[src/rtl/mem_stage_pkg.sv]
// Shared types and constants for the memory stage: access sizes, FSM states,
// W-stage result-source encodings and the lane-count helper.
package mem_stage_pkg;

  typedef enum logic [1:0] {
    SIZE_BYTE = 2'b00,
    SIZE_HALF = 2'b01,
    SIZE_WORD = 2'b10
  } size_e;

  typedef enum logic [1:0] {
    IDLE   = 2'b00,
    REQ    = 2'b01,
    WAIT_R = 2'b10
  } state_e;

  localparam logic [1:0] RES_ALU = 2'b00;
  localparam logic [1:0] RES_MEM = 2'b01;
  localparam logic [1:0] RES_PC2 = 2'b10;

  function automatic int lane_count(input int data_w);
    return data_w / 8;
  endfunction

endpackage

[src/rtl/mem_lane_align.sv]
// Combinational lane steering: store replication and byte enables, plus
// load lane extraction with sign or zero extension.
module mem_lane_align
  import mem_stage_pkg::*;
#(
  parameter int DATA_W = 16
) (
  input  size_e                     size,
  input  logic [1:0]                offset,
  input  logic                      sign_ext,
  input  logic [DATA_W-1:0]         store_data,
  input  logic [DATA_W-1:0]         load_raw,
  output logic [DATA_W-1:0]         wdata,
  output logic [lane_count(DATA_W)-1:0] be,
  output logic [DATA_W-1:0]         load_data
);

  localparam int LANES = lane_count(DATA_W);

  int         byte_lane;
  int         half_lane;
  logic [7:0]  byte_val;
  logic [15:0] half_val;

  assign byte_lane = int'(offset) % LANES;
  assign half_lane = (int'(offset) >> 1) % (LANES / 2);

  always_comb begin
    // NOTE: every output gets a default before the case so no path leaves a
    // value unassigned, which would otherwise infer a latch.
    wdata     = store_data;
    be        = '0;
    load_data = load_raw;
    byte_val  = load_raw[8*byte_lane +: 8];
    half_val  = load_raw[16*half_lane +: 16];
    case (size)
      SIZE_BYTE: begin
        wdata         = {LANES{store_data[7:0]}};
        be[byte_lane] = 1'b1;
        load_data     = sign_ext ? DATA_W'($signed(byte_val)) : DATA_W'(byte_val);
      end
      SIZE_HALF: begin
        wdata                 = {(LANES/2){store_data[15:0]}};
        be[2*half_lane +: 2]  = 2'b11;
        load_data             = sign_ext ? DATA_W'($signed(half_val)) : DATA_W'(half_val);
      end
      default: begin
        be = '1;
      end
    endcase
  end

endmodule

[src/rtl/mem_stage_pipe.sv]
// Memory stage with handshaked data-memory port and MEM/WB register.
// Optional misaligned-access trap enabled by defining MEM_STAGE_MISALIGN_CHK_EN.
module mem_stage_pipe
  import mem_stage_pkg::*;
#(
  parameter int DATA_W = 16,
  parameter int ADDR_W = 16,
  parameter int REG_AW = 4
) (
  input  logic                          clk,
  input  logic                          rst,
  input  logic                          validM,
  input  logic                          regWriteM,
  input  logic                          memWriteM,
  input  logic                          memReadM,
  input  logic                          signedM,
  input  logic [1:0]                    sizeM,
  input  logic [1:0]                    resultSrcM,
  input  logic [ADDR_W-1:0]             aluResM,
  input  logic [DATA_W-1:0]             writeDataM,
  input  logic [DATA_W-1:0]             PCPlus2M,
  input  logic [REG_AW-1:0]             RdM,
  output logic                          stallM,
  output logic                          mem_req,
  output logic                          mem_we,
  output logic [ADDR_W-1:0]             mem_addr,
  output logic [DATA_W-1:0]             mem_wdata,
  output logic [lane_count(DATA_W)-1:0] mem_be,
  input  logic                          mem_gnt,
  input  logic                          mem_rvalid,
  input  logic [DATA_W-1:0]             mem_rdata,
  output logic                          validW,
  output logic                          regWriteW,
  output logic                          misalignW,
  output logic [1:0]                    resultSrcW,
  output logic [REG_AW-1:0]             RdW,
  output logic [DATA_W-1:0]             aluResW,
  output logic [DATA_W-1:0]             readDataW,
  output logic [DATA_W-1:0]             writeDataW,
  output logic [DATA_W-1:0]             PCPlus2W
);

  size_e       size;
  state_e      state, state_next;
  logic        mem_op, is_store, misalign, complete, req_raw;
  logic [1:0]  offset;
  logic [DATA_W-1:0] load_data;

  assign size     = size_e'(sizeM);
  assign mem_op   = validM & (memReadM | memWriteM);
  assign is_store = memWriteM;

`ifdef MEM_STAGE_MISALIGN_CHK_EN
  assign misalign = mem_op & (((size == SIZE_HALF) & aluResM[0]) |
                              ((size == SIZE_WORD) & (|aluResM[1:0])));
`else
  assign misalign = 1'b0;
`endif

  // Offset bits below the access size never steer lanes; this is what makes
  // an unchecked misaligned access behave as the aligned one.
  always_comb begin
    offset = aluResM[1:0];
    case (size)
      SIZE_HALF: offset[0] = 1'b0;
      SIZE_WORD: offset    = 2'b00;
      default:   ;
    endcase
  end

  mem_lane_align #(.DATA_W(DATA_W)) u_align (
    .size       (size),
    .offset     (offset),
    .sign_ext   (signedM),
    .store_data (writeDataM),
    .load_raw   (mem_rdata),
    .wdata      (mem_wdata),
    .be         (mem_be),
    .load_data  (load_data)
  );

  // NOTE: sequential state uses non-blocking assignments so every register
  // samples pre-edge values regardless of block ordering.
  always_ff @(posedge clk or negedge rst) begin
    if (!rst) state <= IDLE;
    else      state <= state_next;
  end

  always_comb begin
    state_next = state;
    case (state)
      IDLE, REQ: begin
        if (req_raw) state_next = mem_gnt ? (is_store ? IDLE : WAIT_R) : REQ;
      end
      WAIT_R:  if (mem_rvalid) state_next = IDLE;
      default: state_next = IDLE;
    endcase
  end

  always_comb begin
    req_raw  = 1'b0;
    complete = 1'b0;
    case (state)
      IDLE: begin
        req_raw  = mem_op & ~misalign;
        complete = validM & (~mem_op | misalign | (is_store & mem_gnt));
      end
      REQ: begin
        req_raw  = 1'b1;
        complete = is_store & mem_gnt;
      end
      WAIT_R:  complete = mem_rvalid;
      default: ;
    endcase
  end

  assign mem_req  = req_raw & rst;
  assign stallM   = rst & mem_op & ~complete;
  assign mem_we   = memWriteM;
  assign mem_addr = aluResM;

  always_ff @(posedge clk or negedge rst) begin
    if (!rst) begin
      validW     <= 1'b0;
      regWriteW  <= 1'b0;
      misalignW  <= 1'b0;
      resultSrcW <= '0;
      RdW        <= '0;
      aluResW    <= '0;
      readDataW  <= '0;
      writeDataW <= '0;
      PCPlus2W   <= '0;
    end else if (complete) begin
      validW     <= 1'b1;
      regWriteW  <= regWriteM & ~misalign;
      misalignW  <= misalign;
      resultSrcW <= resultSrcM;
      RdW        <= RdM;
      aluResW    <= DATA_W'(aluResM);
      readDataW  <= (mem_op & ~is_store & ~misalign) ? load_data : '0;
      writeDataW <= writeDataM;
      PCPlus2W   <= PCPlus2M;
    end else begin
      validW    <= 1'b0;
      regWriteW <= 1'b0;
    end
  end

endmodule
[config.mk]
export PLATFORM = sky130hd
export DESIGN_NAME = mem_stage_pipe
export DESIGN_NICKNAME = d
export VERILOG_FILES = /design/src/rtl/mem_stage_pkg.sv /design/src/rtl/mem_lane_align.sv /design/src/rtl/mem_stage_pipe.sv
export SDC_FILE = /design/constraint.sdc
export NUM_CORES = 1
export LEC_CHECK = 0
export CORE_ASPECT_RATIO = 1.5
export CORE_MARGIN = 2
export CORE_UTILIZATION = 42
export DETAILED_ROUTE_END_ITERATION = 6
export GPL_TIMING_DRIVEN = 1
export PLACE_DENSITY = 0.87
export SLEW_MARGIN = 30
export SYNTH_ARGS = -nofsm -noshare
export SYNTH_HDL_FRONTEND = slang
export SYNTH_SLANG_ARGS = --single-unit
[constraint.sdc]
create_clock -name clk -period 4.25 [get_ports clk]
set_clock_uncertainty 0.2 [all_clocks]
set_input_delay 0.6375 -clock clk [delete_from_list [all_inputs] [get_ports clk]]
set_output_delay 0.6375 -clock clk [all_outputs]
set_load 0.005 [all_outputs]
==> results.md, run 1 <==
- Status: complete, no violations
- Sequential share of the synthesized area: 0.5459
- Clock network fraction of design power: 0.292
- Reg2reg setup slack: 1870 ps
- Initial antenna violation count: 0
- Internal: around 1900 uW
- Total setup buffers inserted after CTS: 0
- Sequential Power Share: 0.388
- Total number of vias: 2529
- Met1 Use GR: 0.2194
- Chip height: about 110 um
- Crit-path max FO: 12
- Initial Util: 0.4290
- Die width: 77.38 um
- Fin crit period: 3405 ps
- Leak: 0.002338 uW
- First-pass DRT Iterations: 4
- Setup TNS: 0 ps
- Crit path launch: sizeM[0]
- Largest net degree at the start of global routing: 73
- Syn Area/Cell: 13.62 um2
- Comb power frac: 0.320
- Layout cells sized above 1: 0.2143
- Fmax achieved: roughly 0.29 GHz
- Final-report max-slew violation count: 0
- Routed WL: about 8700 um
- Synth cell types: 25
- Overall global routing resource usage: 0.2048
- Worst R2R Start: state[0]
- ANT nets after route: 0
- CP peak stage delay: between 500 and 600 ps
- Layout Nets: 498
- Slew @ Worst Pin: 920.5 ps
- Area contributors post-synth: dfrtp_1 (55%), mux2_2 (24%), buf_4 (6.0%)
- Remaining Overflow, GRT: 0
- Post-synth top area share: 0.5459
- RSZ-0062 raised after global routing: false
- Global route hottest layer: met2
- Post-synth EDFFs: 0
- Vias per cell: between 4 and 5
- Max-cap violations: 0
- CTS Hold Bufs: 0
- CTS tree: yes
- Hold slack: 57.74 ps
- Diode count: 0
- M2 GR Usage: 0.3774
- Net Count, Synth: approximately 330
- CP endpoint kind: output pin
- Switching power total: 607.5 uW
- Io pins: about 190
- Vias in the first global route: ~2700
- Final design utilization: 0.6884
- Ys Warns: 0
- Worst R2R End: aluResW[12]
- Die Area: 8826 um2
- Final setup violating endpoints: 0
- Core region area: 7908 um2
- Period Utilization, post-route: 0.8011
- Synth area leader: dfrtp_1
- Placed cell count: 510
- Synthesized flop and latch total: 74
- Met3 Use GR: 0.05521
- CP Class: input pin to output pin
- Non-Filler Instances: 525
- Critical Path AT: 2570 ps
- Most Frequent Cell on Critical Path: clkdlybuf4s50_1
- DR WL/cell: 16.56 um
- Syn Inst Count: 249
- Row cnt: 40
- Slew headroom: 0.3864
- CTS Sinks: 74
- GPL Wtd Cong: around 0.77
- Synthesized area: 3392 um2
- Slowest stage cell on the critical path: ha_1
- P&R area growth vs syn: 60.49%
- Longest Clk Path Bufs: 2
- Commonest cells in the netlist: dfrtp_1 (74), mux2_2 (71), buf_4 (27)
- First-pass GRT wire length: 13700 um
- Hold WC Path Type: input pin to asynchronous set/reset pin
- WP data required: ~3400 ps
- Startpoint Class: input pin
- Total CTS buffers: 9
- Leading register cell type out of synthesis: dfrtp_1
- # H-tree levels: 3
- R2R cell count: 5
- Critical path cell sequence: clkdlybuf4s50_1 -> inv_1 -> ha_1 -> mux2_2 -> clkdlybuf4s50_1
- Power per cell area: 462.2 nW/um2
- Switching Fraction: 0.2415
- Clock transition at the registers of the reported paths: ~50 ps
- Root buffer cell: clkbuf_16
- Top-count cell post-synth: dfrtp_1
- Initial DRC Count: 64
- Drt drc: 0
- Peak supply drop: 0.3389 mV
- Worst-skew pair later-pin latency: ~330 ps
- Share of flip-flops with an asynchronous set or reset: 1.000
- Post_cts resized: 0
- Post-DP HPWL: approximately 6600 um
- I/O Buffers: between 150 and 200
- Final hold vios: 0
## worst max-delay path, delay by kind of cell
kind	cells	cell delay, ps
buffers and inverters	3	920
adder cells (fa/ha/maj)	1	590
multiplexers	1	410
## power groups by stage
stage               Combinational [uW]  Sequential, uW  Clock [uW]
global route                       859             997         781
floorplan                          274             995           0
global placement                   798             972           0
detailed placement                 817             987           0
CTS                                821             977         752
finish                             806             976         735
## area by class of cell
class,count,area [um2]
tap,105,131.4
fill,630,2464
clock inverter,3,40.04
sequential,74,1852
inverter,6,22.52
multi-input combinational,133,1240
clock buffer,12,246.5
timing repair buffer,192,1912
## stage by stage
stage,setup slack [ps],total power [uW],cell area [um2]
after floorplan,1836,1268,3392
after global placement,934.2,1770,5151
after detailed placement,855.9,1803,5151
after CTS,857.8,2550,5438
after global routing,758.9,2638,5444
final,845.3,2516,5444
## cell usage in the layout (no fill, tap or decap), drive strengths merged
master           n
clkdlybuf4s50  188
mux2            78
dfrtp           74
clkbuf          12
nor2            11
mux2i           10
o21ai            9
nand2            8
inv              6
buf              4
nor2b            3
nand3b           2
nand2b           2
clkinv           2
nand4b           1
a31oi            1
o21a             1
o21bai           1
and3             1
o32ai            1
nand4            1
nor4bb           1
ha               1
conb             1
bufinv           1
## metal layers
metal | vias to the layer above | part of all wire
met3 | 12 | 0.061
met1 | 1234 | 0.36
met2 | 111 | 0.56
li1 | 1172 | -
met5 | - | 0
met4 | 0 | 0.016
## logic make-up (layout without fill, tap and decap cells)
| group | count (synthesis) | count (layout) | share of synthesized area |
|---|---|---|---|
| compound gates | 13 | 13 | 0.02656 |
| fa+ha+maj | 1 | 1 | 0.003688 |
| buf+inv | 42 | 213 | 0.09037 |
| flops | 74 | 74 | 0.5459 |
| mux | 88 | 88 | 0.2885 |
| other cells | 1 | 1 | 0.001106 |
| simple gates | 30 | 30 | 0.04390 |
## worst max-delay path by stage
stage | end | slack, ps | cells past startpoint
after floorplan | stallM | 1840 | 5
after global placement | mem_wdata[15] | 930 | 5
after detailed placement | mem_wdata[8] | 860 | 5
after CTS | mem_wdata[8] | 860 | 5
after global routing | mem_wdata[8] | 760 | 5
final | mem_wdata[8] | 850 | 5
## state kept, by name, indices dropped and copies added (netlist names)
name        count
state           2
RdW             4
validW          1
readDataW      16
writeDataW     16
PCPlus2W       16
aluResW        16
resultSrcW      2
regWriteW       1
Power figures use the tool's default switching activity.
==> inputs of run 2 (changes only) <==
Settings changed: CORE_UTILIZATION 42 to 39, PLACE_DENSITY 0.87 to 0.81.
Clock period 4.25 ns to 3.5 ns, I/O delays scaled along.
==> results.md, run 2 (synthesis results as in run 1) <==
- Critical Path AT: 2230 ps (-340 ps)
- I/O Buffers: 189 (unchanged)
- ANT nets after route: 0 (unchanged)
- Hold path start: writeDataW[2]
- GPL Wtd Cong: 0.7970 (+3.5%)
- Worst R2R End: resultSrcW[1]
- Post_cts resized: 0 (unchanged)
- Power per cell area: 552.0 nW/um2 (+19%)
- Slew headroom: 0.3860 (about the same)
- Slew @ Worst Pin: 921.0 ps (+0.5049 ps)
- Vias in the first global route: 2693 (+1.4%)
- CP endpoint kind: output pin
- Crit path launch: rst
- Worst-skew pair later-pin latency: 330 ps (about the same)
- Period Utilization, post-route: 0.8449
- Clock network fraction of design power: 0.284 (-0.008)
- Total CTS buffers: 9 (unchanged)
- CTS tree: yes
- Root buffer cell: clkbuf_16
- Internal: 2289 uW (+20%)
- CTS Sinks: 74 (unchanged)
- Longest Clk Path Bufs: 2 (unchanged)
- Vias per cell: 4.817 (about the same)
- Row cnt: 41 (+2.5%)
- Overall global routing resource usage: 0.1863 (-0.01857)
- Reg2reg setup slack: 1130 ps (-740 ps)
- Drt drc: 0 (unchanged)
- Clock transition at the registers of the reported paths: 50 ps (about the same)
- DR WL/cell: 16.42 um (-0.85%)
- Crit-path max FO: 36 (+24)
- First-pass DRT Iterations: 4 (unchanged)
- Placed cell count: 514 (+0.78%)
- Diode count: 0 (unchanged)
- CTS Hold Bufs: 1 (+1)
- First-pass GRT wire length: 13400 um (-2.2%)
- Io pins: 191 (unchanged)
- Switching power total: 726.0 uW (+19%)
- Fmax achieved: about 0.34 GHz
- Initial antenna violation count: 0 (unchanged)
- Leak: 0.002352 uW (+0.61%)
- Power Total: 3015 uW (+20%)
- Largest net degree at the start of global routing: 73 (unchanged)
- # H-tree levels: 3 (unchanged)
- Total setup buffers inserted after CTS: 0 (unchanged)
- Initial Util: 0.4032 (-0.02577)
- Hold WC Path Type: register to register
- Chip height: 118.2 um (+3.6%)
- Final setup violating endpoints: 0 (unchanged)
- Non-Filler Instances: 531 (+1.1%)
- Routed WL: 8719 um (+0.29%)
- Switching Fraction: 0.2408 (-0.0006754)
- RSZ-0062 raised after global routing: false
- R2R cell count: 5 (unchanged)
- Comb power frac: 0.324 (+0.004)
- Max-cap violations: 0 (unchanged)
- Most common cell after layout, fill and taps aside: clkdlybuf4s50_1
- Layout cells sized above 1: 0.2170 (+0.002695)
- Status: complete, no violations
- Post-DP HPWL: 6597 um (+0.27%)
- Peak supply drop: 0.3568 mV (+5.3%)
- P&R area growth vs syn: 61.05%
- Fin crit period: 2957 ps
- Setup TNS: 0 ps (unchanged)
- Final-report max-slew violation count: 0 (unchanged)
- CP Class: input pin to output pin
- Final design utilization: 0.6493 (-0.03913)
- Layout Nets: 501 (+0.60%)
- WP data required: 2770 ps (-640 ps)
- Hold EP: writeDataW[2]
- Final hold vios: 0 (unchanged)
- Die width: 80.15 um (+3.6%)
- Startpoint Class: input pin
- Initial DRC Count: 103 (+61%)
- Die Area: 9475 um2 (+7.4%)
- Hold path cells: 1
- Remaining Overflow, GRT: 0 (unchanged)
- Most frequent cells in the layout: clkdlybuf4s50_1 (188), dfrtp_1 (74), mux2_2 (71), nor2_1 (11), mux2i_1 (10)
- Total number of vias: 2558 (+1.1%)
- Worst R2R Start: state[0]
- Sequential Power Share: 0.392 (+0.004)
- Core region area: 8413 um2 (+6.4%)
[run 2: critical path: stages]
cell and delay [ps]:
dlygate4sd3_1 550, buf_4 400, and3_1 230, clkdlybuf4s50_1 500
[run 2: stage by stage]
stage / setup WS [ps] / area [um2] / hold WS (ps)
after floorplan: 1311 / 3392 / 29.41
after global placement: 497.7 / 5169 / 275.4
after detailed placement: 427.9 / 5169 / 283.8
after CTS: 515.3 / 5463 / 296.2
after global routing: 415.2 / 5463 / 311.3
final: 542.9 / 5463 / 292.5
[run 2: final cells by class]
type / count / area [um2]
Clock buffer: 14 / 274.0
Clock inverter: 2 / 10.01
Inverter: 6 / 22.52
Tap cell: 107 / 133.9
Multi-Input combinational cell: 133 / 1234
Sequential cell: 74 / 1852
Timing Repair Buffer: 195 / 1937
Fill cell: 669 / 2950
[run 2: power by group through the flow]
| stage | Sequential (uW) | Combinational (uW) | Clock, uW |
|---|---|---|---|
| floorplan | 1210 | 332 | 0 |
| global placement | 1180 | 968 | 0 |
| detailed placement | 1200 | 990 | 0 |
| CTS | 1180 | 995 | 884 |
| global route | 1210 | 1040 | 915 |
| finish | 1180 | 977 | 857 |
[run 2: how the worst max path moves through the flow]
stage / endpoint / slack, ps / depth (start not counted)
global placement: readDataW[11] / 500 / 6
detailed placement: PCPlus2W[3] / 430 / 6
CTS: stallM / 520 / 4
floorplan: stallM / 1310 / 5
global route: stallM / 420 / 4
finish: stallM / 540 / 4
[run 2: layer usage]
metal / wire [um] / part of all wire / track usage
met5: 0 / 0 / 0
met4: 351 / 0.040 / 0.1112
met3: 636 / 0.073 / 0.04733
met2: 4617 / 0.53 / 0.3328
met1: 3113 / 0.36 / 0.1878
==> inputs of run 3 (changes only) <==
Settings changed: CORE_UTILIZATION 39 to 35, PLACE_DENSITY 0.81 to 0.77.
Clock period 3.5 ns to 2.5 ns, I/O delays scaled along.
==> results.md, run 3 (synthesis results as in run 1) <==
- Post-route setup slack: 72.19 ps (-470.7 ps)
- Slew @ Worst Pin: 528.8 ps (-392.2 ps)
- CTS Sinks: 74 (unchanged)
- Power per cell area: 775.9 nW/um2 (+41%)
- Routed WL: 8531 um (-2.2%)
- Dpl ws: -73.29 ps (-501.2 ps)
- I/O Buffers: 189 (unchanged)
- First-pass DRT Iterations: 4 (unchanged)
- Chip height: 124.6 um (+5.4%)
- Post-DP HPWL: 6585 um (-0.17%)
- Most common cell after layout, fill and taps aside: clkdlybuf4s50_1
- Clock transition at the registers of the reported paths: 50 ps (about the same)
- Multi-input logic area: 1241 um2 (+0.61%)
- Comb power frac: 0.319 (-0.005)
- ANT nets after route: 0 (unchanged)
- WP data required: 1920 ps (-850 ps)
- Die Area: 10510 um2 (+11%)
- Initial DRC Count: 54 (-48%)
- Fmax achieved: between 0.4 and 0.5 GHz
- Longest Clk Path Bufs: 2 (unchanged)
- Slowest stage cell on the critical path: clkdlybuf4s50_1
- Initial Util: 0.3541 (-0.04908)
- Setup TNS: 0 ps (unchanged)
- Final hold vios: 0 (unchanged)
- Drt drc: 0 (unchanged)
- Most Frequent Cell on Critical Path: clkdlybuf4s50_1
- Placed cell count: 530 (+3.1%)
- Layout Nets: 509 (+1.6%)
- Total CTS buffers: 9 (unchanged)
- Switching Fraction: 0.2445 (+0.003718)
- Max-cap violations: 0 (unchanged)
- CP peak stage delay: 590 ps (+40 ps)
- CP Class: input pin to output pin
- Crit-path max FO: 5 (-86%)
- Hold WC Path Type: input pin to register
- Power Total: 4334 uW (+44%)
- Worst-skew pair later-pin latency: 320 ps (about the same)
- Critical Path AT: 1850 ps (-380 ps)
- FF+latch area: 1852 um2 (unchanged)
- Core region area: 9579 um2 (+14%)
- CTS tree: yes
- Period Utilization, post-route: 0.9711
- Critical path cell sequence: clkdlybuf4s50_1 -> o21a_1 -> o21bai_2 -> nor2_1 -> clkdlybuf4s50_1
- GPL Wtd Cong: 0.7433 (-6.7%)
- Io pins: 191 (unchanged)
- Vias in the first global route: 2739 (+1.7%)
- Overall global routing resource usage: 0.1669 (-0.01934)
- Diode count: 0 (unchanged)
- Initial antenna violation count: 0 (unchanged)
- DR WL/cell: 15.60 um (-5.0%)
- # H-tree levels: 3 (unchanged)
- Final-report max-slew violation count: 0 (unchanged)
- Status: complete, no violations
- Final design utilization: 0.5831 (-0.06624)
- Non-Filler Instances: 547 (+3.0%)
- Most frequent cells in the layout: clkdlybuf4s50_1 (175), dfrtp_1 (74), mux2_2 (71), dlygate4sd2_1 (12)
- Total number of vias: 2555 (-0.12%)
- Root buffer cell: clkbuf_16
- Clock network fraction of design power: 0.300 (+0.016)
- Remaining Overflow, GRT: 0 (unchanged)
- Sequential Power Share: 0.381 (-0.011)
- P&R area growth vs syn: 64.66%
- Fillers: 805 (+20%)
- RSZ-0062 raised after global routing: false
- Fin crit period: 2428 ps
- Final setup violating endpoints: 0 (unchanged)
- Peak supply drop: 0.4721 mV (+32%)
- Switching power total: 1060 uW (+46%)
- Layout cells sized above 1: 0.2407 (+0.02376)
- Row cnt: 44 (+7.3%)
- Internal: 3274 uW (+43%)
- Die width: 84.38 um (+5.3%)
- CP endpoint kind: output pin
- First-pass GRT wire length: 13660 um (+1.9%)
- Leak: 0.002431 uW (+3.4%)
- Startpoint Class: input pin
- Slew headroom: 0.6475 (+0.2615)
- Vias per cell: 4.671 (-3.0%)
- Largest net degree at the start of global routing: 43 (-41%)
==> run 3: routing by layer <==
metal	global-route usage	wire, um	up-vias
met3	0.04639	610	18
met2	0.2838	4573	108
met1	0.1864	3065	1237
li1	-	-	1192
met5	0	0	-
met4	0.09150	280	0
==> run 3: metrics by stage <==
stage | cell area [um2] | hold slack, ps
6_report | 5585 | 193.9
5_1_grt | 5585 | 200.2
4_1_cts | 5579 | 185.3
3_5_place_dp | 5276 | 277.2
3_3_place_gp | 5276 | 259.9
2_1_floorplan | 3392 | -120.6
==> run 3: cell type report <==
cell class,instances,share of cell area
timing repair buffer,203,0.3620
sequential,74,0.3315
multi-input combinational,133,0.2222
clock buffer,10,0.04279
tap,115,0.02576
clock inverter,6,0.01165
inverter,6,0.004032
==> run 3: timing repair <==
| action | in CTS | in global routing |
|---|---|---|
| hold endpoints to repair | 74 | 0 |
| endpoints found under the setup margin | 12 | 2 |
| hold buffers | 1 | 0 |
| buffers inserted | 0 | 0 |
| resized for setup | 13 | 3 |
| pin swaps | 0 | 1 |
==> run 3: power by group through the flow <==
stage	registers, uW	clock network [uW]	logic [uW]
2_1_floorplan	1690	0	465
3_3_place_gp	1650	0	1400
3_5_place_dp	1670	0	1420
4_1_cts	1650	1340	1410
5_1_grt	1690	1390	1470
6_report	1650	1300	1380
==> run 3: final timing paths <==
kind | start | to | slack, ps | cells after the start
worst max-delay path | validM | mem_req | 70 | 5
worst min-delay path | mem_gnt | state[0] | 190 | 2
worst max register to register | state[0] | readDataW[1] | 560 | 6
worst min register to register | writeDataW[0] | writeDataW[0] | 290 | 1
max in group asynchronous | rst | readDataW[5] | 1230 | 3
min in group asynchronous | rst | aluResW[10] | 450 | 3
==> run 3: worst max-delay path: cells and delay by family <==
| kind | cells | cell delay, ps |
|---|---|---|
| buffers and inverters | 2 | 1090 |
| AO/OA/AOI/OAI | 2 | 290 |
| AND/OR/NAND/NOR | 1 | 90 |
